--- config.mk ---
export PLATFORM = sky130hd
export DESIGN_NAME = seg7_scan_driver
export DESIGN_NICKNAME = d
export VERILOG_FILES = /design/src/rtl/seg7_pkg.sv /design/src/rtl/seg7_hex_lut.sv /design/src/rtl/seg7_scan_driver.sv
export SDC_FILE = /design/constraint.sdc
export NUM_CORES = 1
export LEC_CHECK = 0
export CAP_MARGIN = 30
export CORE_MARGIN = 4
export CORE_UTILIZATION = 45
export CTS_CLUSTER_DIAMETER = 50
export CTS_CLUSTER_SIZE = 25
export DETAILED_ROUTE_END_ITERATION = 10
export GPL_ROUTABILITY_DRIVEN = 0
export HOLD_SLACK_MARGIN = 0.06
export PLACE_DENSITY = 0.64
export SKIP_LAST_GASP = 1
export SLEW_MARGIN = 20
export SYNTH_ARGS = -nofsm -noshare
export SYNTH_HDL_FRONTEND = slang
export SYNTH_HIERARCHICAL = 1
export SYNTH_SLANG_ARGS = --single-unit
--- constraint.sdc ---
create_clock -name Clk -period 8.15 [get_ports Clk]
set_clock_uncertainty 0.2 [all_clocks]
set_input_delay 1.63 -clock Clk [delete_from_list [all_inputs] [get_ports Clk]]
set_output_delay 1.63 -clock Clk [all_outputs]
set_load 0.01 [all_outputs]
--- src/rtl/seg7_pkg.sv ---
// Shared types and constants for the seven-segment scan driver.
// seg_t is indexed a..g as [0:6]; all patterns are active-low (0 = segment lit).
package seg7_pkg;

  typedef logic [0:6] seg_t;

  localparam seg_t SEG_BLANK = 7'b1111111;

  // Hex glyphs 0..F; lower-case b and d keep them distinct from 8 and 0.
  localparam seg_t SEG_TABLE [16] = '{
    7'b0000001,  // 0
    7'b1001111,  // 1
    7'b0010010,  // 2
    7'b0000110,  // 3
    7'b1001100,  // 4
    7'b0100100,  // 5
    7'b0100000,  // 6
    7'b0001111,  // 7
    7'b0000000,  // 8
    7'b0000100,  // 9
    7'b0001000,  // A
    7'b1100000,  // b
    7'b0110001,  // C
    7'b1000010,  // d
    7'b0110000,  // E
    7'b0111000   // F
  };

endpackage

--- src/rtl/seg7_hex_lut.sv ---
// Combinational nibble-to-segment lookup.
// Ports: nibble (hex digit in), seg_c (active-low a..g pattern out).
module seg7_hex_lut
  import seg7_pkg::*;
(
  input  logic [3:0] nibble,
  output seg_t       seg_c
);

  always_comb seg_c = SEG_TABLE[nibble];

endmodule

--- src/rtl/seg7_scan_driver.sv ---
// Multiplexed seven-segment scan driver with double-buffered display value,
// per-digit blanking and leading-zero suppression.
// Optional feature: define SEG7_BLINK_EN to add the BlinkMask port and a
// frame-based blink phase (BLINK_DIV frames per half-period).
// Ports:
//   Clk, Reset     - clock, asynchronous active-high reset
//   Value, Load    - hex nibbles (digit 0 in bits 3:0) and capture strobe
//   BlankMask      - per-digit force blank
//   LzsEn          - leading-zero suppression enable
//   BlinkMask      - per-digit blink enable (SEG7_BLINK_EN only)
//   Seg            - active-low segments, Seg[0] = a
//   DigitSel       - one-hot active-low digit enable
//   FrameDone      - one-cycle pulse after each frame boundary
module seg7_scan_driver
  import seg7_pkg::*;
#(
  parameter int unsigned NUM_DIGITS = 4,
  parameter int unsigned PRESCALE   = 1000,
  parameter int unsigned BLINK_DIV  = 64
) (
  input  logic                    Clk,
  input  logic                    Reset,
  input  logic [4*NUM_DIGITS-1:0] Value,
  input  logic                    Load,
  input  logic [NUM_DIGITS-1:0]   BlankMask,
  input  logic                    LzsEn,
`ifdef SEG7_BLINK_EN
  input  logic [NUM_DIGITS-1:0]   BlinkMask,
`endif
  output logic [0:6]              Seg,
  output logic [NUM_DIGITS-1:0]   DigitSel,
  output logic                    FrameDone
);

  localparam int unsigned VW = 4 * NUM_DIGITS;
  localparam int unsigned PW = $clog2(PRESCALE);
  localparam int unsigned IW = $clog2(NUM_DIGITS);
  localparam logic [NUM_DIGITS-1:0] SEL_ONE = NUM_DIGITS'(1);

  logic [PW-1:0]         prescale_cnt_q, prescale_cnt_d;
  logic [IW-1:0]         digit_idx_q, digit_idx_d;
  logic [VW-1:0]         active_q, active_d;
  logic [VW-1:0]         pending_q, pending_d;
  logic                  valid_q, valid_d;
  seg_t                  seg_q, seg_d;
  logic [NUM_DIGITS-1:0] digit_sel_q, digit_sel_d;
  logic                  frame_done_q, frame_done_d;

  logic                  tick;
  logic                  boundary;
  logic [3:0]            sel_nibble;
  logic                  zero_above;
  logic [NUM_DIGITS-1:0] lzs_blank;
  logic                  blink_blank;
  logic                  digit_blank;
  seg_t                  lut_seg_c;

  // Prescaler, digit scan and pending/active double buffer.
  always_comb begin
    tick           = (prescale_cnt_q == PW'(PRESCALE - 1));
    boundary       = tick && (digit_idx_q == IW'(NUM_DIGITS - 1));
    prescale_cnt_d = tick ? '0 : prescale_cnt_q + PW'(1);
    digit_idx_d    = digit_idx_q;
    active_d       = active_q;
    pending_d      = pending_q;
    valid_d        = valid_q;
    frame_done_d   = boundary;

    if (tick) begin
      digit_idx_d = boundary ? '0 : digit_idx_q + IW'(1);
    end

    // A Load coinciding with the boundary bypasses pending entirely.
    if (boundary) begin
      valid_d = 1'b0;
      if (Load) begin
        active_d = Value;
      end else if (valid_q) begin
        active_d = pending_q;
      end
    end else if (Load) begin
      pending_d = Value;
      valid_d   = 1'b1;
    end
  end

  // Nibble of the digit about to be shown, and leading-zero blank flags.
  // Both look at active_d so the first digit of a new frame shows new data.
  always_comb begin
    sel_nibble = '0;
    zero_above = 1'b1;
    lzs_blank  = '0;
    for (int i = 0; i < int'(NUM_DIGITS); i++) begin
      if (digit_idx_d == IW'(i)) begin
        sel_nibble = active_d[4*i +: 4];
      end
    end
    // Walk down from the most significant digit; digit 0 is never suppressed.
    for (int i = int'(NUM_DIGITS) - 1; i > 0; i--) begin
      zero_above   = zero_above && (active_d[4*i +: 4] == 4'h0);
      lzs_blank[i] = LzsEn && zero_above;
    end
  end

  seg7_hex_lut u_hex_lut (
    .nibble (sel_nibble),
    .seg_c  (lut_seg_c)
  );

`ifdef SEG7_BLINK_EN
  localparam int unsigned BW = (BLINK_DIV > 1) ? $clog2(BLINK_DIV) : 1;

  logic [BW-1:0] blink_cnt_q, blink_cnt_d;
  logic          blink_phase_q, blink_phase_d;

  // Frame counter modulo BLINK_DIV; phase flips on each wrap.
  always_comb begin
    blink_cnt_d   = blink_cnt_q;
    blink_phase_d = blink_phase_q;
    if (boundary) begin
      if (blink_cnt_q == BW'(BLINK_DIV - 1)) begin
        blink_cnt_d   = '0;
        blink_phase_d = ~blink_phase_q;
      end else begin
        blink_cnt_d = blink_cnt_q + BW'(1);
      end
    end
    blink_blank = BlinkMask[digit_idx_d] && blink_phase_d;
  end

  always_ff @(posedge Clk or posedge Reset) begin
    if (Reset) begin
      blink_cnt_q   <= '0;
      blink_phase_q <= 1'b0;
    end else begin
      blink_cnt_q   <= blink_cnt_d;
      blink_phase_q <= blink_phase_d;
    end
  end
`else
  assign blink_blank = 1'b0;
`endif

  assign digit_blank = BlankMask[digit_idx_d] || lzs_blank[digit_idx_d] || blink_blank;

  // Segment and digit-select outputs only change on a scan tick.
  always_comb begin
    seg_d       = seg_q;
    digit_sel_d = digit_sel_q;
    if (tick) begin
      seg_d       = digit_blank ? SEG_BLANK : lut_seg_c;
      digit_sel_d = ~(SEL_ONE << digit_idx_d);
    end
  end

  always_ff @(posedge Clk or posedge Reset) begin
    if (Reset) begin
      prescale_cnt_q <= '0;
      digit_idx_q    <= '0;
      active_q       <= '0;
      pending_q      <= '0;
      valid_q        <= 1'b0;
      seg_q          <= SEG_BLANK;
      digit_sel_q    <= '1;
      frame_done_q   <= 1'b0;
    end else begin
      prescale_cnt_q <= prescale_cnt_d;
      digit_idx_q    <= digit_idx_d;
      active_q       <= active_d;
      pending_q      <= pending_d;
      valid_q        <= valid_d;
      seg_q          <= seg_d;
      digit_sel_q    <= digit_sel_d;
      frame_done_q   <= frame_done_d;
    end
  end

  assign Seg       = seg_q;
  assign DigitSel  = digit_sel_q;
  assign FrameDone = frame_done_q;

endmodule
# After elaboration in Yosys (flattened, before gate mapping)
# Memory sizes are Yosys's and may differ from the RTL's.
# Index checks and enable logic that the tools add are counted.
dict set report classes {
  n_addsub 2
  magnitude_cmp 2
  eq_ne 5
  shifts 1
  mux 19
  bitwise 3
  n_reduce_logical 13
}
# op count
set op_table {}
lappend op_table {{two-way mux 16 bit} 3}
lappend op_table {{two-way mux 7 bit} 3}
lappend op_table {{two-way mux 4 bit} 4}
lappend op_table {{logical NOT 4 bit} 3}
lappend op_table {{adder 10 x 1 -> 10 bit (second input constant)} 1}
lappend op_table {{== test 10 bit (second input constant)} 1}
lappend op_table {{two-way mux 10 bit} 1}
lappend op_table {{== test 2 bit (second input constant)} 3}
lappend op_table {{logical AND 1 bit} 6}
lappend op_table {{>= comparator 5 bit (second input constant)} 1}
lappend op_table {{NOT 4 -> 5 bit} 1}
lappend op_table {{binary-select mux 1 bit (select 2 bit)} 2}
lappend op_table {{two-way mux 1 bit} 4}
lappend op_table {{two-way mux 2 bit} 2}
lappend op_table {{NOT 4 bit} 1}
lappend op_table {{<< shifter 1 x 2 -> 4 bit (first input constant)} 1}
lappend op_table {{< comparator 2 x 3 -> 1 bit (second input constant)} 1}
lappend op_table {{adder 2 x 1 -> 2 bit (second input constant)} 1}
lappend op_table {{== test 2 x 1 -> 1 bit (second input constant)} 1}
lappend op_table {{logical NOT 2 bit} 1}
lappend op_table {{AND reduction 2 bit} 1}
lappend op_table {{nonzero test 2 bit} 1}
lappend op_table {{logical OR 1 bit} 1}
lappend op_table {{NOT 1 bit} 1}
dict set report totals {
  regBits 57
  mem_bits_ro 112
  inputBits 24
  out_inout_bits 12
  memories 1
}
# name depth width rd rd_ports_with_merged_regs write_ports line_no
set memory_table {}
lappend memory_table {{(name not given)} 16 7 1 0 0 seg7_hex_lut.sv:10} ;# always_comb seg_c = SEG_TABLE[nibble];

# Depth between registers and ports, before layout
# Gate-level depths: netlist (run 1).
dict set report depth {
  depth_word 14
  mapped_depth 15
  mapped_depth_nobuf 14
}

# By module
# Netlist (run 1), hierarchy kept.
# module instances cells_each area_per_inst_um2 seq_area_each_um2
set by_module_without_submodules {}
lappend by_module_without_submodules {seg7_scan_driver 1 265 2836.5 1440.1}
lappend by_module_without_submodules {seg7_hex_lut 1 35 247.7 0.0}

# Worst setup path after synthesis (run 1)
# No wires, ideal clock.
dict set report synth_path {
  kind {input-to-reg}
  startpoint {input Load}
  endpoint {register seg_q[3], in the netlist Seg[3]}
  setup_ns 0.083
  arrival_ns 3.746
  t_required_ns 7.867
  setup_slack_ns 4.120
  path_stages 11
  path_buffers 1
  cell_sequence {and3_1 -> clkbuf_1 -> a221oi_1 -> nand2b_1 -> o31ai_1 -> mux2_2 -> ha_1 -> or2_2 -> a21oi_1 -> a31oi_1 -> o32a_1}
}
dict set report synth_via {
  elab_chain_len 11
  word_cells_on_any_way 22
}
# item line_no
set synth_rtl {}
lappend synth_rtl {{start, declared} seg7_scan_driver.sv:24} ;# input logic Load,
lappend synth_rtl {{two-way mux 16 bit *} seg7_scan_driver.sv:76} ;# if (Load) begin
lappend synth_rtl {{two-way mux 16 bit *} seg7_scan_driver.sv:74} ;# if (boundary) begin
lappend synth_rtl {{two-way mux 4 bit (3 in series)} seg7_scan_driver.sv:94} ;# if (digit_idx_d == IW'(i)) begin
lappend synth_rtl {{two-way mux 4 bit *} seg7_scan_driver.sv:94}
lappend synth_rtl {{named net sel_nibble[0]} seg7_scan_driver.sv:51} ;# logic [3:0] sel_nibble;
lappend synth_rtl {{NOT 4 -> 5 bit (not written as such) *} seg7_hex_lut.sv:10}
lappend synth_rtl {{memory (16 x 7 bit) *} n/a}
lappend synth_rtl {{two-way mux 7 bit (not written as such) * (2 in series)} seg7_hex_lut.sv:10}
lappend synth_rtl {{named net lut_seg_c[3]} seg7_scan_driver.sv:56} ;# seg_t lut_seg_c;
lappend synth_rtl {{two-way mux 7 bit *} seg7_scan_driver.sv:151} ;# seg_d = digit_blank ? SEG_BLANK : lut_seg_c;
lappend synth_rtl {{end signal, assigned} seg7_scan_driver.sv:172} ;# seg_q <= seg_d;
lappend synth_rtl {{end, declared} seg7_scan_driver.sv:45} ;# seg_t seg_q, seg_d;
# The timed path passes the listed nets; every way through them passes the cells marked *. The select of a mux whose other input is x is not followed.
# A chain may end at the register's enable or synchronous reset.

# Worst setup path in the final report (run 1)
# Same ends and word-level chain as after synthesis.

==> results of run 1 <==
==> cells by family (layout without fill, tap and decap cells) <==
logic type               count (synthesis)  in the layout  share of synthesized area (%)
AO/OA/AOI/OAI                           83             83                           18.8
XOR/XNOR                                 6              6                           1.70
adder cells (fa/ha/maj)                  9              9                           3.65
buffers and inverters                   32             70                           4.18
flip-flops                              57             57                           46.7
multiplexers                            27             27                           10.1
AND/OR/NAND/NOR                         86             86                           14.9
==> worst paths after layout <==
check	startpoint	endpoint	slack [ns]
hold reg to reg	prescale_cnt_q[0]	prescale_cnt_q[0]	0.28
setup / recovery	Load	Seg[3]	3.13
hold / removal	prescale_cnt_q[0]	prescale_cnt_q[0]	0.28
setup reg to reg	prescale_cnt_q[0]	Seg[3]	3.62
min in group asynchronous	Reset	prescale_cnt_q[2]	1.61
max in group asynchronous	Reset	active_q[5]	5.68
==> stage by stage <==
stage,setup slack (ns),instances,area [um2]
5_1_grt,2.80,415,3660
3_5_place_dp,2.74,398,3480
6_report,3.13,415,3660
4_1_cts,3.09,414,3650
2_1_floorplan,4.12,300,3080
3_3_place_gp,2.88,398,3480
==> layout make-up <==
cell class	count	area [um2]	share of cell area, %
multi-input cells	211	1520	41.4
flip-flops and latches	57	1440	39.3
repair buffers	39	380	10.4
clock buffers	13	159	4.34
well taps	77	96.3	2.63
inverters	15	56.3	1.54
clock inverters	3	15.0	0.410
==> power by group <==
group          leakage [nW]  switching, mW  internal [mW]  total, mW
sequential            0.676        0.00785          0.295      0.302
clock                0.0932          0.107          0.125      0.233
combinational         0.816         0.0266         0.0281     0.0547
==> cell usage after synthesis (4+ instances only) <==
cell type / count
a22oi_1: 7
o22ai_1: 7
a21oi_1: 12
nand2b_1: 5
a31oi_1: 8
mux2_2: 20
nor2b_1: 8
nand3_1: 7
mux2i_1: 6
clkbuf_1: 12
nand2_1: 11
o32a_1: 7
o21ai_0: 13
ha_1: 9
nor2_1: 40
inv_1: 15
o31ai_1: 4
dfrtp_1: 46
dfstp_2: 11
a221oi_1: 5
xor2_1: 4
==> critical path, stage by stage <==
cell and delay, ns:
clkdlybuf4s50_1 0.96, nor2_1 0.26, a32o_1 0.29, a221oi_1 0.35, nand2b_1 0.16, o31ai_1 0.07, mux2_2 0.32, ha_1 0.21
or2_2 0.28, a21oi_1 0.13, a31oi_1 0.05, o32a_1 0.34
==> state kept, by name, summed over array words and instances (netlist names) <==
signal and cells:
active_q 16, pending_q 16, prescale_cnt_q 10, Seg 7
DigitSel 4, digit_idx_q 2, FrameDone 1, valid_q 1
==> per-layer routing <==
layer	up-vias	part of all wire (%)	track usage [%]
met1	1143	47	25.8
met3	7	6.4	5.75
met4	0	1.3	6.16
met5	-	0	0
met2	76	45	26.3
li1	1165	-	-
==> results.toml, run 1 <==
[outcome]
outcome = "completed"

[layout]
final_common_cell = "dfrtp_1"
area.growth.synth_to_final_pct = 18.7
layout_common_cells = "dfrtp_1 (46), nor2_1 (40), clkdlybuf4s50_1 (35)"
layout.nets = 366
layout.core_utilization_pct = 56.4
diodes = 0
drive_gt1_share_pct = 16.3
fillers = 569

[logic_synthesis]
async_flop_share_pct = 100
syn_inst = 300
synth-edff-count = 0
yosys.area.top_type = "dfrtp_1"
ys_warn_count = 6
synth_cell_types = 50
synth_top_area_share_pct = 37.3
ys_ff_latch = 57
synthTopCellsByArea = "dfrtp_1 (37%), dfstp_2 (9.4%), mux2_2 (7.3%), nor2_1 (4.9%), ha_1 (3.7%)"
synth_fp_nets = 333
synth_ff_type = "dfrtp_1"
syn-mean-instance-area_um2 = 10.3
synth_area_um2 = 3080
yosysSeqAreaShare_pct = 46.7

[worst_setup_path]
crit_fanout = 22
crit_type = "in -> reg"
arrival_ns = 5.08
start_kind = "primary input"
r2r_cells = 13
cp.required_ns = 8.21
end_kind = "flip-flop"

[drt]
via_per_inst = 5.76
wl_per_cell_um = 16.8
drc = 0
vias = 2391
routed_wl_um = 6970
drt-initial-drc-count = 160
ant_nets = 0
first_pass_iters = 4

[cts]
cts_htree_levels = 3
postCtsHoldBufs = 0
cts_num_sinks = 57
clk_pin_slew_worst_paths_ns = 0.06
ctsResizeCount = 0
ctsRootBufferMaster = "clkbuf_8"
cts_setup_buffers = 0
tritoncts = "done"
cts_buffer_depth = 2
numCtsBuffers = 9
clock_latency_ns = 0.34

[timing]
rsz0062_at_grt = "false"
hold_viol = 0
layout_min_cycle_time_ns = 5.02
setup_tns_ns = 0
holdWs_ns = 0.279
clock.fmax_mhz = 199
slew_headroom_pct = 34.4
setup_viol = 0
worst_pin_slew_ns = 0.984
maxSlewViolCount = 0
period_share_pct = 61.5

[placed_design]
dp_hpwl_um = 4850
port_buffers = 35

[global_routing]
grt_pass1_vias = 2329
grt_util_all_layers_pct = 18.2
grt_max_degree = 58
overflow = 0
grt_antenna_before_repair = 0
grt_pass1_wl_um = 12000

[worst_hold_path]
hold_path_depth = 1
hold_class = "reg -> reg"

[power]
ir_drop_mv = 0.0948
leakage_nw = 1.59
power_mw = 0.590
power_density_nw_per_um2 = 161

[floorplan]
dieArea_um2 = 8240
std_cell_rows = 29
die_w_um = 90.8
ios = 36
coreArea_um2 = 6490
chipHeight_um = 90.8
initial_core_util_pct = 47.5

[run]
cap_viol_max_count = 0
Note: power is estimated with default switching activity, not from simulation.
==> run 2: changes to the inputs <==
==> constraint.sdc (replaced) <==
create_clock -name Clk -period 5 [get_ports Clk]
set_clock_uncertainty 0.2 [all_clocks]
set_input_delay 1 -clock Clk [delete_from_list [all_inputs] [get_ports Clk]]
set_output_delay 1 -clock Clk [all_outputs]
set_load 0.01 [all_outputs]
==> results.toml, run 2 (same netlist as run 1, synthesis figures left out) <==
[floorplan]
dieArea_um2 = 8240
die_w_um = 90.8
initial_core_util_pct = 47.5
std_cell_rows = 29
chipHeight_um = 90.8
ios = 36
coreArea_um2 = 6490

[drt]
routed_wl_um = 7160
drc = 0
wl_per_cell_um = 17.3
vias = 2421
drt-initial-drc-count = 114
via_per_inst = 5.83
ant_nets = 0
first_pass_iters = 4

[timing]
clock.fmax_mhz = 247
period_share_pct = 80.9
maxSlewViolCount = 0
rsz0062_at_grt = "false"
setup_viol = 0
hold_viol = 0
layout_min_cycle_time_ns = 4.04
setup_tns_ns = 0
worst_pin_slew_ns = 0.887
slew_headroom_pct = 40.9
holdWs_ns = 0.307

[cts]
tritoncts = "done"
cts_htree_levels = 3
clock_latency_ns = 0.34
ctsResizeCount = 0
cts_setup_buffers = 0
numCtsBuffers = 9
postCtsHoldBufs = 0
cts_buffer_depth = 2
cts_num_sinks = 57
clk_pin_slew_worst_paths_ns = 0.06
ctsRootBufferMaster = "clkbuf_8"

[layout]
final_common_cell = "dfrtp_1"
diodes = 0
multi_input_area_um2 = 1520
seqCellArea_um2 = 1440
drive_gt1_share_pct = 16.3
fillers = 583
layout.nets = 367
top_regs = "active_q x16, pending_q x16, prescale_cnt_q x10"
area.growth.synth_to_final_pct = 19.1
layout_common_cells = "dfrtp_1 (46), nor2_1 (40), clkdlybuf4s50_1 (35)"

[run]
cap_viol_max_count = 0

[worst_setup_path]
r2r_cells = 12
timing.rr.start = "prescale_cnt_q[0]"
startpoint = "Load"
crit_fanout = 16
crit_type = "in -> reg"
start_kind = "primary input"
cp.required_ns = 5.06
end_kind = "flip-flop"
arrival_ns = 4.11

[global_routing]
grt_util_all_layers_pct = 18.5
grt_max_degree = 37
grt_pass1_vias = 2341
grt_pass1_wl_um = 12100
overflow = 0
grt_antenna_before_repair = 0

[power]
leakage_nw = 1.59
power_mw = 0.983
power_density_nw_per_um2 = 268
ir_drop_mv = 0.148

[placed_design]
dp_hpwl_um = 5130
port_buffers = 35

[outcome]
outcome = "completed"

[worst_hold_path]
hp-start = "pending_q[5]"
hold_path_depth = 1
hold_class = "reg -> reg"
-- run 2: cell count changes in the layout (fill, tap and decap cells not counted) --
cell	before	now
buf_4	3	5
bufinv_16	0	1
clkbuf_4	1	0
clkbuf_8	11	9
-- run 2: power by group --
part	leakage [nW]	internal [mW]	switching [mW]
clock network	0.0929	0.225	0.175
logic	0.821	0.0464	0.0440
registers	0.676	0.480	0.0125
total	1.59	0.751	0.232
-- run 2: path summary, 6_finish.rpt --
| path | endpoint | slack [ns] |
|---|---|---|
| worst max-delay path | Seg[0] | 0.96 |
| worst min-delay path | pending_q[5] | 0.31 |
| worst max register to register | Seg[3] | 1.08 |
| worst min register to register | pending_q[5] | 0.31 |
| max in group asynchronous | Seg[0] | 2.97 |
| min in group asynchronous | pending_q[13] | 0.78 |
-- run 2: final cells by class --
type                    instances  share of cell area [%]
repair buffers                 40                    10.6
clock inverters                 4                    1.23
inverters                      15                    1.53
flip-flops and latches         57                    39.2
well taps                      77                    2.62
multi-input cells             211                    41.3
clock buffers                  11                    3.58
-- run 2: layer usage --
metal	vias to the layer above	track usage [%]	wire length, um
li1	1165	-	-
met1	1181	25.4	3460
met4	0	6.78	115
met5	-	0	0
met2	64	28.0	3290
met3	11	4.75	297
-- run 2: through the flow --
stage	worst slack (ns)	cells	area, um2	utilization [%]
floorplan	1.43	300	3080	-
global placement	0.664	400	3500	53.8
detailed placement	0.633	400	3500	53.8
CTS	0.994	415	3670	56.5
global route	0.690	415	3670	56.5
finish	0.956	415	3670	56.5
-- run 2: critical path: stages --
cell and delay, ns:
clkdlybuf4s50_1 0.59, buf_4 0.26, and3_1 0.40, a221oi_1 0.20
nor2_1 0.14, a211oi_1 0.06, a21oi_1 0.63, inv_1 0.19
o21ai_0 0.19, o21ai_0 0.09, o32a_1 0.35
==> run 3: changes to the inputs <==
==> constraint.sdc (replaced) <==
create_clock -name Clk -period 4.15 [get_ports Clk]
set_clock_uncertainty 0.2 [all_clocks]
set_input_delay 0.83 -clock Clk [delete_from_list [all_inputs] [get_ports Clk]]
set_output_delay 0.83 -clock Clk [all_outputs]
set_load 0.01 [all_outputs]
==> results.toml, run 3 (same netlist as run 1, synthesis figures left out) <==
[outcome]
outcome = "completed"

[floorplan]
initial_core_util_pct = 47.5
die_w_um = 90.8
ios = 36
coreArea_um2 = 6490
std_cell_rows = 29
dieArea_um2 = 8240
chipHeight_um = 90.8

[drt]
via_per_inst = 5.86
ant_nets = 0
vias = 2502
drt-initial-drc-count = 216
first_pass_iters = 5
routed_wl_um = 7100
drc = 0
wl_per_cell_um = 16.6

[timing]
layout_min_cycle_time_ns = 3.65
slew_headroom_pct = 47.8
rsz0062_at_grt = "false"
worst_pin_slew_ns = 0.784
holdWs_ns = 0.275
setup_slack_ns = 0.501
period_share_pct = 87.9
setup_tns_ns = 0
hold_viol = 0
maxSlewViolCount = 0
setup_viol = 0
clock.fmax_mhz = 274

[worst_hold_path]
hold_class = "reg -> reg"

[layout]
layout.core_utilization_pct = 58.1
area.growth.synth_to_final_pct = 22.3
fillers = 556
final_common_cell = "dfrtp_1"
stdcell_area_um2 = 3770
layout.nets = 378
layout_common_cells = "dfrtp_1 (46), nor2_1 (40), clkdlybuf4s50_1 (35)"
top_regs = "active_q x16, pending_q x16, prescale_cnt_q x10"
diodes = 0
fin_cells = 427
drive_gt1_share_pct = 19.4

[worst_setup_path]
crit_type = "in -> reg"
path_cells = "clkdlybuf4s50_1 -> nor2b_1 -> a32o_1 -> a221oi_1 -> nand2b_1 -> o31ai_1 -> mux2_2 -> ha_1 -> or2_2 -> o21ai_0 -> o21ai_0 -> o32a_1"
arrival_ns = 3.71
cp_common_cell = "o21ai_0"
crit_fanout = 6
end_kind = "flip-flop"
slowest_stage = "clkdlybuf4s50_1"
cp.required_ns = 4.21
cp_slowest_stage_delay_ns = 0.54
start_kind = "primary input"

[global_routing]
overflow = 0
grt_util_all_layers_pct = 18.6
grt_antenna_before_repair = 0
grt_pass1_wl_um = 12300
grt_max_degree = 34
grt_pass1_vias = 2501

[placed_design]
dp_hpwl_um = 5010
post-place-ws_ns = 0.116
dpl.cell_count = 410
port_buffers = 35
place_area_um2 = 3570

[power]
power_mw = 1.20
ir_drop_mv = 0.162
power_density_nw_per_um2 = 319
leakage_nw = 1.65

[cts]
cts_num_sinks = 57
ctsRootBufferMaster = "clkbuf_8"
ctsResizeCount = 0
clk_pin_slew_worst_paths_ns = 0.06
tritoncts = "done"
numCtsBuffers = 9
cts_setup_buffers = 0
cts_htree_levels = 3
clock_latency_ns = 0.34
postCtsHoldBufs = 0
cts_buffer_depth = 2

[run]
cap_viol_max_count = 0
-- run 3: cell type report --
cell class                      instances  area (um2)  share of cell area, %
Clock buffer                           14         183                   4.84
Clock inverter                          2        10.0                  0.265
Inverter                               15        56.3                   1.49
Multi-Input combinational cell        211        1520                   40.2
Sequential cell                        57        1440                   38.2
Tap cell                               77        96.3                   2.55
Timing Repair Buffer                   51         470                   12.5
-- run 3: path summary, 6_finish.rpt --
path	slack [ns]	end	from	depth (start not counted)
min	0.27	prescale_cnt_q[0]	prescale_cnt_q[0]	1
max reg2reg	0.52	Seg[0]	prescale_cnt_q[0]	13
max in group asynchronous	2.25	DigitSel[1]	Reset	3
min reg2reg	0.27	prescale_cnt_q[0]	prescale_cnt_q[0]	1
min in group asynchronous	0.65	pending_q[13]	Reset	2
max	0.50	Seg[0]	Load	12
-- run 3: metal layers --
metal,part of all wire [%],global-route usage (%),up-vias
li1,-,-,1195
met1,46,24.8,1216
met2,47,28.8,81
met3,5.4,5.25,10
met4,1.6,6.78,0
met5,0,0,-
-- run 3: power breakdown --
group          switching (mW)  total (mW)  internal [mW]
Sequential             0.0146       0.593          0.578
Clock                   0.217       0.497          0.280
Combinational          0.0533       0.111         0.0580
-- run 3: critical path: cells and delay by family --
family                     cells  cell delay [ns]
AOI/OAI and AO/OA              6             1.24
adders and majority gates      1             0.21
buffers and inverters          1             0.54
muxes                          1             0.32
and+or+nand+nor                3             0.55
